$ cat src/rtl/regfile_wb_arbiter_if.sv
// Writeback bus between the requesters, the arbiter and the GPR bank write port.
interface regfile_wb_arbiter_if #(
  parameter int unsigned NREQ = 3,
  parameter int unsigned XLEN = 32
);

  logic [NREQ-1:0]      req_valid_i;
  logic [NREQ*5-1:0]    req_rd_i;
  logic [NREQ*XLEN-1:0] req_data_i;
  logic [NREQ-1:0]      req_ready_o;
  logic [4:0]           rd_o;
  logic [XLEN-1:0]      datord_o;
  logic                 wren_o;

  // Arbiter side: takes requests, drives grants and the GPR write port
  modport slave (
    input  req_valid_i,
    input  req_rd_i,
    input  req_data_i,
    output req_ready_o,
    output rd_o,
    output datord_o,
    output wren_o
  );

  // Requester / bank side
  modport master (
    output req_valid_i,
    output req_rd_i,
    output req_data_i,
    input  req_ready_o,
    input  rd_o,
    input  datord_o,
    input  wren_o
  );

endinterface

$ cat src/rtl/regfile_wb_arbiter.sv
// Round-robin writeback arbiter for the GPR write port plus a busy scoreboard
// used by decode for RAW/WAW hazard detection.
module regfile_wb_arbiter #(
  parameter int unsigned NREQ = 3,
  parameter int unsigned XLEN = 32
) (
  input  logic                clk_i,
  input  logic                rst_ni,
  regfile_wb_arbiter_if.slave bus,
  input  logic                issue_i,
  input  logic [4:0]          issue_rd_i,
  input  logic [4:0]          rs1_i,
  input  logic [4:0]          rs2_i,
  output logic                hazard1_o,
  output logic                hazard2_o,
  output logic                hazard_rd_o,
  output logic [31:0]         busy_o
);

  localparam int unsigned PW   = (NREQ > 1) ? $clog2(NREQ) : 1;
  localparam int unsigned RW   = 5;
  localparam int unsigned NREG = 32;

  logic [PW-1:0]   ptr_q;
  logic [PW-1:0]   gnt_idx;
  logic [PW-1:0]   ptr_nxt;
  logic            gnt_any;
  logic [NREQ-1:0] gnt;
  logic [RW-1:0]   sel_rd;
  logic [XLEN-1:0] sel_data;

  logic            wren_q;
  logic [RW-1:0]   rd_q;
  logic [XLEN-1:0] data_q;

  logic [NREG-1:0] busy_q;
  logic [NREG-1:0] busy_d;

  // Round-robin search: first valid requester starting at ptr_q, wrapping to 0
  always_comb begin
    gnt_any = 1'b0;
    gnt_idx = '0;
    for (int unsigned i = 0; i < NREQ; i++) begin
      if (!gnt_any && bus.req_valid_i[PW'((32'(ptr_q) + i) % NREQ)]) begin
        gnt_any = 1'b1;
        gnt_idx = PW'((32'(ptr_q) + i) % NREQ);
      end
    end
  end

  // One-hot grant and mux of the winner's destination and data
  always_comb begin
    gnt      = '0;
    sel_rd   = '0;
    sel_data = '0;
    for (int unsigned k = 0; k < NREQ; k++) begin
      if (gnt_any && (gnt_idx == PW'(k))) begin
        gnt[k]   = 1'b1;
        sel_rd   = bus.req_rd_i[RW*k +: RW];
        sel_data = bus.req_data_i[XLEN*k +: XLEN];
      end
    end
    ptr_nxt = PW'((32'(gnt_idx) + 1) % NREQ);
  end

  // Output stage: register the winner; x0 writes are accepted but never drive wren
  always_ff @(posedge clk_i or negedge rst_ni) begin
    if (!rst_ni) begin
      ptr_q  <= '0;
      wren_q <= 1'b0;
      rd_q   <= '0;
      data_q <= '0;
    end else begin
      if (gnt_any) begin
        ptr_q <= ptr_nxt;
      end
      if (gnt_any && (sel_rd != '0)) begin
        wren_q <= 1'b1;
        rd_q   <= sel_rd;
        data_q <= sel_data;
      end else begin
        wren_q <= 1'b0;
      end
    end
  end

  // Scoreboard next state: clear on commit, set on issue (set wins), x0 never busy
  always_comb begin
    busy_d = busy_q;
    if (wren_q) begin
      busy_d[rd_q] = 1'b0;
    end
    if (issue_i && (issue_rd_i != '0)) begin
      busy_d[issue_rd_i] = 1'b1;
    end
    busy_d[0] = 1'b0;
  end

  // Scoreboard register
  always_ff @(posedge clk_i or negedge rst_ni) begin
    if (!rst_ni) begin
      busy_q <= '0;
    end else begin
      busy_q <= busy_d;
    end
  end

  assign bus.req_ready_o = gnt;
  assign bus.wren_o      = wren_q;
  assign bus.rd_o        = rd_q;
  assign bus.datord_o    = data_q;

  assign hazard1_o   = busy_q[rs1_i];
  assign hazard2_o   = busy_q[rs2_i];
  assign hazard_rd_o = busy_q[issue_rd_i];
  assign busy_o      = busy_q;

endmodule

$ cat src/flat_wrapper.sv
// flat-port wrapper written by rule: the top's interface ports become plain ports
module regfile_wb_arbiter_flat 
#(
  parameter int unsigned NREQ = 3,
  parameter int unsigned XLEN = 32
)
  (clk_i, rst_ni, issue_i, issue_rd_i, rs1_i, rs2_i, hazard1_o, hazard2_o, hazard_rd_o, busy_o, bus_req_valid_i, bus_req_rd_i, bus_req_data_i, bus_req_ready_o, bus_rd_o, bus_datord_o, bus_wren_o);
  regfile_wb_arbiter_if #(.NREQ(NREQ), .XLEN(XLEN)) bus_i ();
  input  logic clk_i;
  input  logic rst_ni;
  input  logic issue_i;
  input  logic [4:0] issue_rd_i;
  input  logic [4:0] rs1_i;
  input  logic [4:0] rs2_i;
  output logic hazard1_o;
  output logic hazard2_o;
  output logic hazard_rd_o;
  output logic [31:0] busy_o;
  input wire logic [$bits(bus_i.req_valid_i)-1:0] bus_req_valid_i;
  input wire logic [$bits(bus_i.req_rd_i)-1:0] bus_req_rd_i;
  input wire logic [$bits(bus_i.req_data_i)-1:0] bus_req_data_i;
  output wire logic [$bits(bus_i.req_ready_o)-1:0] bus_req_ready_o;
  output wire logic [$bits(bus_i.rd_o)-1:0] bus_rd_o;
  output wire logic [$bits(bus_i.datord_o)-1:0] bus_datord_o;
  output wire logic [$bits(bus_i.wren_o)-1:0] bus_wren_o;
  assign bus_i.req_valid_i = bus_req_valid_i;
  assign bus_i.req_rd_i = bus_req_rd_i;
  assign bus_i.req_data_i = bus_req_data_i;
  assign bus_req_ready_o = bus_i.req_ready_o;
  assign bus_rd_o = bus_i.rd_o;
  assign bus_datord_o = bus_i.datord_o;
  assign bus_wren_o = bus_i.wren_o;
  regfile_wb_arbiter #(.NREQ(NREQ), .XLEN(XLEN)) u_core (.clk_i(clk_i), .rst_ni(rst_ni), .bus(bus_i), .issue_i(issue_i), .issue_rd_i(issue_rd_i), .rs1_i(rs1_i), .rs2_i(rs2_i), .hazard1_o(hazard1_o), .hazard2_o(hazard2_o), .hazard_rd_o(hazard_rd_o), .busy_o(busy_o));
endmodule
$ cat config.mk
export PLATFORM = sky130hd
export DESIGN_NAME = regfile_wb_arbiter_flat
export DESIGN_NICKNAME = d
export VERILOG_FILES = /design/src/rtl/regfile_wb_arbiter_if.sv /design/src/rtl/regfile_wb_arbiter.sv /design/src/flat_wrapper.sv
export SDC_FILE = /design/constraint.sdc
export NUM_CORES = 1
export LEC_CHECK = 0
export ABC_AREA = 0
export BUFFER_PORTS_ARGS = -buffer_cell sky130_fd_sc_hd__clkbuf_2
export CORE_ASPECT_RATIO = 2
export CORE_MARGIN = 1
export CORE_UTILIZATION = 45
export CTS_BUF_LIST = sky130_fd_sc_hd__clkbuf_8
export DETAILED_ROUTE_END_ITERATION = 12
export GPL_ROUTABILITY_DRIVEN = 1
export HOLD_SLACK_MARGIN = 0.03
export PLACE_DENSITY = 0.77
export SYNTH_ARGS = -nofsm -noshare
export SYNTH_HDL_FRONTEND = slang
export SYNTH_SLANG_ARGS = --single-unit
$ cat constraint.sdc
create_clock -name clk_i -period 4 [get_ports clk_i]
set_input_delay 0.4 -clock clk_i [delete_from_list [all_inputs] [get_ports clk_i]]
set_output_delay 0.4 -clock clk_i [all_outputs]
set_load 0.01 [all_outputs]
Yosys cells after proc, flatten, opt, wreduce, memory -nomap -nowiden --
Cells that the tools add are included.
Word-level totals: bits of input ports 132, logic and storage cells 74, register bits after elaboration 71, output and inout bits 76
Operators by class: add/subtract/negate cells 3, mux-type cells 34, equal/unequal tests 2, reduce and logical (&&, ||, !) cells 14, div/mod/pow operators 4, bitwise logic cells 3, $lt $le $gt $ge 9
Operators by type and width (number):
- two-way mux 32 bit | 5
- modulo 32 x 2 -> 32 bit, second input constant | 3
- AND 32 bit | 1
- modulo 2 x 2 -> 32 bit, second input constant | 1
- NOT 32 bit | 1
- OR 32 bit | 1
- less-than comparator 5 x 6 -> 1 bit, second input constant | 4
- binary-select mux 1 bit (select 5 bit) | 3
- two-way mux 1 bit | 15
- two-way mux 5 bit | 3
- demux 1 bit (select 5 bit) | 2
- >= comparator 5 x 1 -> 1 bit, second input constant | 2
- nonzero test 5 bit | 2
- logical AND 1 bit | 9
- less-than comparator 2 x 3 -> 1 bit, second input constant | 3
- adder 2 x 1 -> 3 bit, second input constant | 2
- binary-select mux 1 bit (select 2 bit) | 3
- two-way mux 2 bit | 3
- adder 2 x 2 -> 3 bit, second input constant | 1
- equality test 2 x 1 -> 1 bit, second input constant | 1
- equality test 2 bit, second input constant | 1
- zero test 1 bit | 2
- zero test 2 bit | 1

Longest topological paths before layout --
Gate-level depths: netlist of the first run.
depth after elaboration 18, mapped depth 14, depth with buffers taken out 10

Worst setup path before layout of the first run --
No wires, ideal clock.
path type reg-to-reg, start reg u_core.ptr_q[0], end reg u_core.data_q[18], in the netlist u_core.bus.datord_o[18], setup time 125 ps, path buffers 4, path slack 718 ps, required time 3875 ps, stages on the path, launching flop included 14, period minus slack after synthesis 3282 ps, arrival 3157 ps, cell sequence dfrtp_1 > inv_1 > ha_1 > buf_2 > nand2_1 > a21boi_0 > o211a_2 > a32o_2 > clkbuf_1 > o21ai_0 > or4_4 > buf_6 > buf_6 > mux2_4
Between the ends: longest elaborated chain between the ends 17, elaborated cells on any way between the ends 35, classes of those cells add/sub (2); div (3); eq/ne (2); mux (18); reduce/logical (10)
Ends and longest elaborated chain:
- start: declaration | line regfile_wb_arbiter.sv:24 | logic [PW-1:0] ptr_q;
- start signal: assignment | line regfile_wb_arbiter.sv:75 | ptr_q <= ptr_nxt;
- parallel branches: the longest is 17 deep, another holds modulo 32 x 2 -> 32 bit
- end signal: assignment | line regfile_wb_arbiter.sv:80 | data_q <= sel_data;
- end: declaration | line regfile_wb_arbiter.sv:34 | logic [XLEN-1:0] data_q;
Several ways; the timed one is not identified. The select of a mux whose other input is x is not followed. A chain may end at the register's enable or synchronous reset.

Worst setup path in the final report of the first run --
Ends and elaborated chain as after synthesis.

==> impl_metrics.yaml, run 1 <==
floorplan:
  die_height_microns: 145
  start_util_pct: 46.5
  rows: 51
  ios: 208
  die-area_sq_um: 10600
  die_w_microns: 73.3
  core-area_sq_um: 9830
setup_path:
  critPathKind: "reg2reg"
  crit_slowest_cell: "or4_4"
  timing.reg2reg.setup_slack_ns: 0.32
  required_ns: 4.23
  path_max_fanout: 38
  worstPathCellList: "inv_1 -> ha_1 -> nand2_1 -> a21boi_0 -> o211a_2 -> a32o_2 -> a221o_1 -> a22o_1 -> or4_4 -> mux2_4"
  crit_arrival_ns: 3.91
  cp-start-kind: "flop"
  timing.critical_path.to_type: "flop"
  cpPeakStageDelay_ns: 0.70
timing:
  finalCritPeriodShare_pct: 91.9
  rsz0062_at_grt: "false"
  skew_ns: 0.00755
  finalSetupViolCount: 0
  fmax_ghz: 0.272
  relSlewSlack_pct: 42.3
  fin_setup_tns_ns: 0
  maxSlewViolCount: 0
  worstMarginPinSlew_ns: 0.866
  layout_min_cycle_time_ns: 3.68
  holdWs_ns: 0.153
  hold_violations: 0
grt:
  grt_pass1_vias: 4629
  grt_first_pass_wirelength_microns: 23100
  grt_use_total_pct: 29.9
  grt_max_degree: 69
  antenna_found_initial: 0
  grt-ovfl-total: 0
cells_and_area:
  diodes: 0
  nets: 773
  syn2layout_area_growth_pct: 27.9
  layout-drive-gt1-share_pct: 47.0
power:
  power.share.sequential_pct: 25.7
  power_density_nw_per_um2: 952
  switchingPower_w: 0.00250
  p_sw_share_pct: 44.8
  cellLeakagePower_nw: 2.77
  vdd_drop_max_mv: 0.530
  p_int_w: 0.00307
  p_clk_share_pct: 9.6
  power.share.combinational_pct: 64.7
logic_synthesis:
  synth_most_common_cell: "o21ai_0"
  syn_inst: 446
  synth-edff-count: 0
  synth.largest_area_cell: "dfrtp_1"
  netlist-cell-type-count: 51
  syn_area_sq_um: 4570
  synth_commonest_cells: "102 x o21ai_0, 71 x dfrtp_1, 48 x nand2_1"
  synth_top_area_share_pct: 38.9
  async_flop_share_pct: 100
  avgSynthCellArea_sq_um: 10.3
  yosys-top-cells-area: "dfrtp_1 39%, mux4_2 12%, o21ai_0 11%"
  synth-seq-cells: 71
  ys_warn_count: 0
  synth-main-ff-cell: "dfrtp_1"
  synth_nets: 582
  synth-seq-area-share_pct: 38.9
clocking:
  htreeDepth: 3
  cts_setup_buffers: 0
  clkTransAtPathRegs_ns: 0.08
  cts_root_buf: "clkbuf_8"
  cts.sinks: 71
  cts_made_buffers: 9
  postCtsHoldBufs: 0
  ctsResizeCount: 0
  clk_latency_ns: 0.36
  clk_path_buf_depth: 2
  cts_tree: "built"
detailed_routing:
  drt_iter0_markers: 375
  routed_wl_microns: 15400
  wl_per_cell_microns: 20.0
  drt_pass1_iterations: 5
  final_antenna_net_count: 0
  drc: 0
  vias: 4675
  via_per_inst: 6.04
placement:
  place_hpwl_microns: 12000
  io_buffers: 206
  gp_congestion: 0.969
status:
  outcome: "finished clean"
worst_hold_path:
  min_path_type: "in2async"
job:
  timing.max_cap.violations: 0
==> registers in the layout, summed over array words and instances (netlist names) <==
name                 count
u_core.busy_o           31
u_core.bus.datord_o     32
u_core.bus.wren_o        1
u_core.ptr_q             2
u_core.bus.rd_o          5
==> power groups by stage <==
stage | clock, W | combinational [W] | sequential (W)
global route | 0.000574 | 0.00395 | 0.00147
floorplan | 0 | 0.00248 | 0.00150
CTS | 0.000538 | 0.00357 | 0.00142
detailed placement | 0 | 0.00358 | 0.00143
global placement | 0 | 0.00341 | 0.00141
finish | 0.000533 | 0.00361 | 0.00143
==> cell families (layout without fill, tap and decap cells) <==
kind of cell	after synthesis	in the layout	share of synthesized area, %
flops	71	71	38.9
mux	65	65	23.3
other cells	1	1	0.0820
simple gates	91	91	9.80
fa+ha+maj	4	4	1.09
xor+xnor	1	1	0.192
buf+inv	47	243	4.60
compound gates	166	166	22.1
==> cells in the final DEF (no fill, tap or decap), types with 3 or more instances in the layout <==
master / count
a21oi_1: 3
a221o_1: 3
a22oi_1: 34
buf_4: 4
clkbuf_2: 205
clkbuf_8: 11
clkinvlp_4: 3
dfrtp_1: 71
ha_1: 4
inv_1: 16
mux2_2: 24
mux2_4: 14
mux4_2: 25
nand2_1: 48
nand2b_1: 4
nand3_1: 14
nand3b_1: 5
nor2_1: 7
o21ai_0: 102
o21bai_1: 3
o22ai_1: 5
==> critical path, delay by kind of cell, from the launching register on <==
family,cells,cell delay (ns)
adder cells (fa/ha/maj),1,0.42
buffers and inverters,1,0.08
AO/OA/AOI/OAI,5,1.40
flip-flops,1,0.40
AND/OR/NAND/NOR,2,0.85
multiplexers,1,0.39
==> metal layers <==
| layer | up-vias | track usage, % | share of wire (%) |
|---|---|---|---|
| met5 | - | 0 | 0 |
| met4 | 0 | 16.7 | 4.5 |
| li1 | 2060 | - | - |
| met2 | 348 | 53.1 | 52 |
| met1 | 2214 | 32.5 | 35 |
| met3 | 53 | 5.64 | 8.3 |
==> cell type report <==
class	instances	area (sq um)
Inverter	17	63.8
Clock inverter	5	32.5
Timing Repair Buffer	210	1060
Clock buffer	11	151
Multi-Input combinational cell	328	2600
Sequential cell	71	1780
Fill cell	881	3980
Tap cell	132	165
==> stage by stage <==
| stage | cells | setup slack [ns] | cell area, sq um | total power [W] | util [%] |
|---|---|---|---|---|---|
| global placement | 758 | 0.558 | 5660 | 0.00482 | 57.6 |
| finish | 774 | 0.323 | 5850 | 0.00557 | 59.5 |
| CTS | 774 | 0.355 | 5850 | 0.00553 | 59.5 |
| global route | 774 | 0.131 | 5850 | 0.00599 | 59.5 |
| floorplan | 446 | 0.718 | 4570 | 0.00398 | - |
| detailed placement | 758 | 0.361 | 5660 | 0.00501 | 57.6 |
==> final timing paths <==
check                                        start  cells after the start                       to
setup / recovery                   u_core.ptr_q[0]                     10  u_core.bus.datord_o[18]
hold / removal                              rst_ni                      1        u_core.busy_o[16]
setup reg to reg                   u_core.ptr_q[0]                     10  u_core.bus.datord_o[18]
hold reg to reg            u_core.bus.datord_o[17]                      1  u_core.bus.datord_o[17]
max in group asynchronous                   rst_ni                      2  u_core.bus.datord_o[27]
min in group clk_i              bus_req_data_i[83]                      4  u_core.bus.datord_o[19]
No activity file was read; power rests on OpenSTA's default activity.
==> run 2, diff against run 1 <==
- BUFFER_PORTS_ARGS: -buffer_cell sky130_fd_sc_hd__clkbuf_2 -> unset
- DONT_BUFFER_PORTS: unset -> 1
- PLACE_DENSITY: 0.77 -> unset
==> run 2 against run 1 <==
Hold slack improved by 0.12 ns. Sequential share of layout area rose by 5.7 points. Routed wire length fell by 12%. Count of clock-buffer cells in the layout fell by 1. Register-to-register slack improved by 0.08 ns. First-iteration DRC count fell by 31%. Global-route usage fell by 3.7 points. Non-clock buffer count fell by 203. Utilization fell by 9.4 points. Maximum frequency rose by 2.3%. Critical path type unchanged.
==> impl_metrics.yaml, run 2 (same netlist as run 1, synthesis figures left out) <==
cells_and_area:
  fin_util_pct: 50.1
  final_common_cell: "o21ai_0"
  syn2layout_area_growth_pct: 7.66
  largest_reg_flops: 32
  nets: 570
  final_cell_mix: "102 x o21ai_0, 71 x dfrtp_1, 48 x nand2_1, 34 x a22oi_1, 25 x mux4_2"
  layout-drive-gt1-share_pct: 22.3
  diodes: 0
placement:
  gp_congestion: 0.941
  place_hpwl_microns: 10400
  io_buffers: 0
clocking:
  cts_tree: "built"
  clk_path_buf_depth: 2
  cts_root_buf: "clkbuf_8"
  htreeDepth: 3
  cts_setup_buffers: 0
  clkTransAtPathRegs_ns: 0.08
  cts.sinks: 71
  clk_latency_ns: 0.34
  cts_made_buffers: 9
detailed_routing:
  vias: 3726
  wl_per_cell_microns: 23.8
  drt_pass1_iterations: 5
  drc: 0
  routed_wl_microns: 13600
  final_antenna_net_count: 0
  drt_iter0_markers: 259
  via_per_inst: 6.53
grt:
  grt-ovfl-total: 0
  grt_pass1_vias: 3749
  grt_use_met1_pct: 24.6
  antenna_found_initial: 0
  grt.busiest_layer: "met2"
  grt_use_total_pct: 26.2
  met2_usage_pct: 49.6
  grt_first_pass_wirelength_microns: 20200
  grt_max_degree: 72
  gr-usage-met3_pct: 6.83
timing:
  fin_setup_tns_ns: 0
  maxSlewViolCount: 0
  rsz0062_at_grt: "false"
  layout_min_cycle_time_ns: 3.59
  hold_violations: 0
  relSlewSlack_pct: 61.9
  fmax_ghz: 0.278
  worstMarginPinSlew_ns: 0.571
  finalCritPeriodShare_pct: 89.8
  skew_ns: 0.00962
  finalSetupViolCount: 0
floorplan:
  start_util_pct: 46.5
  rows: 51
  ios: 208
  core-area_sq_um: 9830
  die_height_microns: 145
  die_w_microns: 73.3
  die-area_sq_um: 10600
power:
  cellLeakagePower_nw: 1.97
  power.share.sequential_pct: 30.8
  p_clk_share_pct: 13.2
  power_density_nw_per_um2: 1080
  p_int_w: 0.00300
  power.share.combinational_pct: 56.0
  vdd_drop_max_mv: 0.696
  switchingPower_w: 0.00233
  p_sw_share_pct: 43.7
setup_path:
  critPathKind: "reg2reg"
  cp-start-kind: "flop"
  path_max_fanout: 38
  timing.reg2reg.setup_slack_ns: 0.41
  required_ns: 4.23
  timing.critical_path.to_type: "flop"
  crit_arrival_ns: 3.82
worst_hold_path:
  min_path_type: "in2reg"
status:
  outcome: "finished clean"
job:
  timing.max_cap.violations: 0
## run 2: cell count changes in the layout (fill, tap and decap cells not counted), sizes merged
cell | before | now
buf | 5 | 6
bufinv | 0 | 3
clkbuf | 216 | 10
clkinvlp | 3 | 1
dlygate4sd3 | 0 | 1
## run 2: final timing paths
check                           startpoint                 endpoint  cells after the start
max in group asynchronous           rst_ni        u_core.busy_o[26]                      2
min in group asynchronous           rst_ni         u_core.busy_o[2]                      2
setup / recovery           u_core.ptr_q[0]  u_core.bus.datord_o[26]                     10
hold reg to reg            u_core.ptr_q[1]          u_core.ptr_q[1]                      1
hold / removal               issue_rd_i[3]         u_core.busy_o[9]                      2
setup reg to reg           u_core.ptr_q[0]  u_core.bus.datord_o[26]                     10
## run 2: worst max-delay path, stage by stage, from the launching register on
cell and delay [ns]:
dfrtp_1 0.42, inv_1 0.10, ha_1 0.33, and3b_1 0.28, nor3b_1 0.09, o22ai_1 0.27, o21ai_2 0.24, a221o_1 0.43
a22o_1 0.23, or4_4 0.69, mux2_4 0.38
## run 2: metrics by stage
stage               setup WS (ns)  cell area (sq um)  cells  total power, W  hold WS, ns
floorplan                   0.718               4570    446         0.00398        0.104
global placement            0.494               4640    553         0.00451        0.106
detailed placement          0.412               4640    553         0.00462        0.106
CTS                         0.403               4920    571         0.00533        0.243
global route                0.183               4920    571         0.00571        0.273
finish                      0.407               4920    571         0.00533        0.272
## run 2: power by group through the flow
stage | registers, W | clock network [W] | logic [W]
after detailed placement | 0.00165 | 0 | 0.00296
after global placement | 0.00164 | 0 | 0.00286
final | 0.00164 | 0.000702 | 0.00298
after global routing | 0.00169 | 0.000748 | 0.00327
after CTS | 0.00165 | 0.000713 | 0.00297
after floorplan | 0.00150 | 0 | 0.00248
## run 2: what timing repair did
| item | CTS | global route |
|---|---|---|
| hold buffers | 2 | 0 |
| gates resized for setup | 0 | 0 |
| endpoints found under the hold margin | 71 | 0 |
## run 2: area by class of cell
class                      count  area (sq um)
multi-input combinational    328          2600
clock buffer                  10           138
sequential                    71          1780
tap                          132           165
timing repair buffer           7          75.1
clock inverter                 6           108
inverter                      17          63.8
fill                         962          4900
## run 2: layer usage
metal | part of all wire, % | vias up
met1 | 31 | 1802
met2 | 56 | 234
li1 | - | 1655
met5 | 0 | -
met4 | 4.1 | 0
met3 | 8.4 | 35
==> run 3, diff against run 2 <==
- PLACE_DENSITY: unset -> 0.64
==> run 3 against run 2 <==
Combinational power about the same. Critical path depth unchanged. Routed wire length increased by 0.73%. Critical path type unchanged. Critical endpoint is now u_core.bus.datord_o[24]. Largest cell class unchanged. Largest power group unchanged. Highest routed layer unchanged.
==> impl_metrics.yaml, run 3 (same netlist as run 1, synthesis figures left out) <==
status:
  outcome: "finished clean"
floorplan:
  core-area_sq_um: 9830
  start_util_pct: 46.5
  die-area_sq_um: 10600
  rows: 51
  die_height_microns: 145
  die_w_microns: 73.3
  ios: 208
clocking:
  ctsResizeCount: 0
  cts.sinks: 71
  cts_tree: "built"
  clk_path_buf_depth: 2
  clkTransAtPathRegs_ns: 0.08
  cts_made_buffers: 9
  cts_root_buf: "clkbuf_8"
  htreeDepth: 3
  clk_latency_ns: 0.35
grt:
  grt_use_total_pct: 26.0
  grt-ovfl-total: 0
  antenna_found_initial: 0
  grt_max_degree: 72
  grt_first_pass_wirelength_microns: 20000
  grt_pass1_vias: 3874
setup_path:
  crit_family: "compound AO/OA/AOI/OAI gates"
  timing.reg2reg.setup_slack_ns: 0.35
  worstPathCellList: "inv_1 -> ha_1 -> nand2_1 -> a21boi_0 -> o211ai_2 -> o21ai_2 -> a221o_1 -> a22o_1 -> or4_4 -> mux2_4"
  startpoint: "u_core.ptr_q[0]"
  cpPeakStageDelay_ns: 0.70
  required_ns: 4.24
  critical_path_buf_inv_count: 1
  critPathKind: "reg2reg"
  reg2reg_from: "u_core.ptr_q[0]"
  cp-start-kind: "flop"
  timing.critical_path.to_type: "flop"
  crit_arrival_ns: 3.89
  crit_slowest_cell: "or4_4"
  path_max_fanout: 38
cells_and_area:
  diodes: 0
  layout-drive-gt1-share_pct: 22.1
  final_common_cell: "o21ai_0"
  nets: 569
  syn2layout_area_growth_pct: 6.46
  largest_reg_flops: 32
  final_cell_mix: "102 x o21ai_0, 71 x dfrtp_1, 48 x nand2_1, 34 x a22oi_1, 25 x mux4_2"
job:
  timing.max_cap.violations: 0
placement:
  gp_congestion: 0.912
  place_hpwl_microns: 10300
  io_buffers: 0
detailed_routing:
  final_antenna_net_count: 0
  routed_wl_microns: 13700
  drc: 0
  drt_iter0_markers: 296
  wl_per_cell_microns: 24.0
  drt_pass1_iterations: 5
  via_per_inst: 6.65
  vias: 3790
timing:
  layout_min_cycle_time_ns: 3.65
  maxSlewViolCount: 0
  hold_violations: 0
  fmax_ghz: 0.274
  fin_setup_tns_ns: 0
  finalSetupViolCount: 0
  relSlewSlack_pct: 62.5
  worstMarginPinSlew_ns: 0.563
  skew_ns: 0.00649
  rsz0062_at_grt: "false"
  finalCritPeriodShare_pct: 91.2
power:
  vdd_drop_max_mv: 0.658
  power_w: 0.00520
  cellLeakagePower_nw: 1.94
  power_density_nw_per_um2: 1070
worst_hold_path:
  hold_start: "issue_rd_i[3]"
  min_path_type: "in2reg"
run 3: cell types whose count changed in the layout (fill, tap and decap cells not counted), sizes merged:
| cell | change |
|---|---|
| bufinv | -2 |
| buf | -1 |
| clkinv | +1 |
| clkinvlp | +1 |
run 3: through the flow:
stage	hold WS, ns	std cells	worst slack, ns	utilization, %	cell area (sq um)
global placement	0.106	552	0.448	47.1	4630
floorplan	0.104	446	0.718	-	4570
detailed placement	0.106	552	0.362	47.1	4630
global route	0.269	570	0.116	49.5	4870
finish	0.267	570	0.352	49.5	4870
CTS	0.244	570	0.353	49.5	4870
run 3: layout make-up:
class | count | area (sq um)
flip-flops and latches | 71 | 1780
repair buffers | 6 | 67.6
fillers | 925 | 4960
clock buffers | 10 | 138
multi-input cells | 328 | 2600
clock inverters | 6 | 60.1
inverters | 17 | 63.8
well taps | 132 | 165
run 3: metal layers:
layer	vias up	global-route usage (%)	wire length (microns)
li1	1648	-	-
met1	1804	25.6	4450
met2	285	47.3	7440
met3	53	6.06	1150
met4	0	16.6	642
met5	-	0	0
run 3: timing repair:
item                       4_1_cts  5_1_grt
hold endpoints to repair        71        0
setup buffers                    0        0
hold buffers                     2        0
setup endpoints to repair        0        0
run 3: path summary, 6_finish.rpt:
kind                                      endpoint  depth (start not counted)
max                        u_core.bus.datord_o[24]                         10
min                              u_core.busy_o[10]                          2
max reg2reg                u_core.bus.datord_o[24]                         10
min reg2reg                 u_core.bus.datord_o[1]                          1
max in group asynchronous        u_core.busy_o[27]                          2
min in group asynchronous        u_core.busy_o[18]                          2
run 3: worst reg2reg max path, delay by kind of cell (launching register included):
kind | cells | cell delay, ns
AOI/OAI and AO/OA | 5 | 1.40
and+or+nand+nor | 2 | 0.84
adders and majority gates | 1 | 0.42
DFF | 1 | 0.40
muxes | 1 | 0.40
buffers and inverters | 1 | 0.08
run 3: where the power goes:
part           internal, W  total [W]  switching, W
sequential         0.00110    0.00166      0.000560
combinational      0.00146    0.00297       0.00151
clock             0.000301   0.000577      0.000275
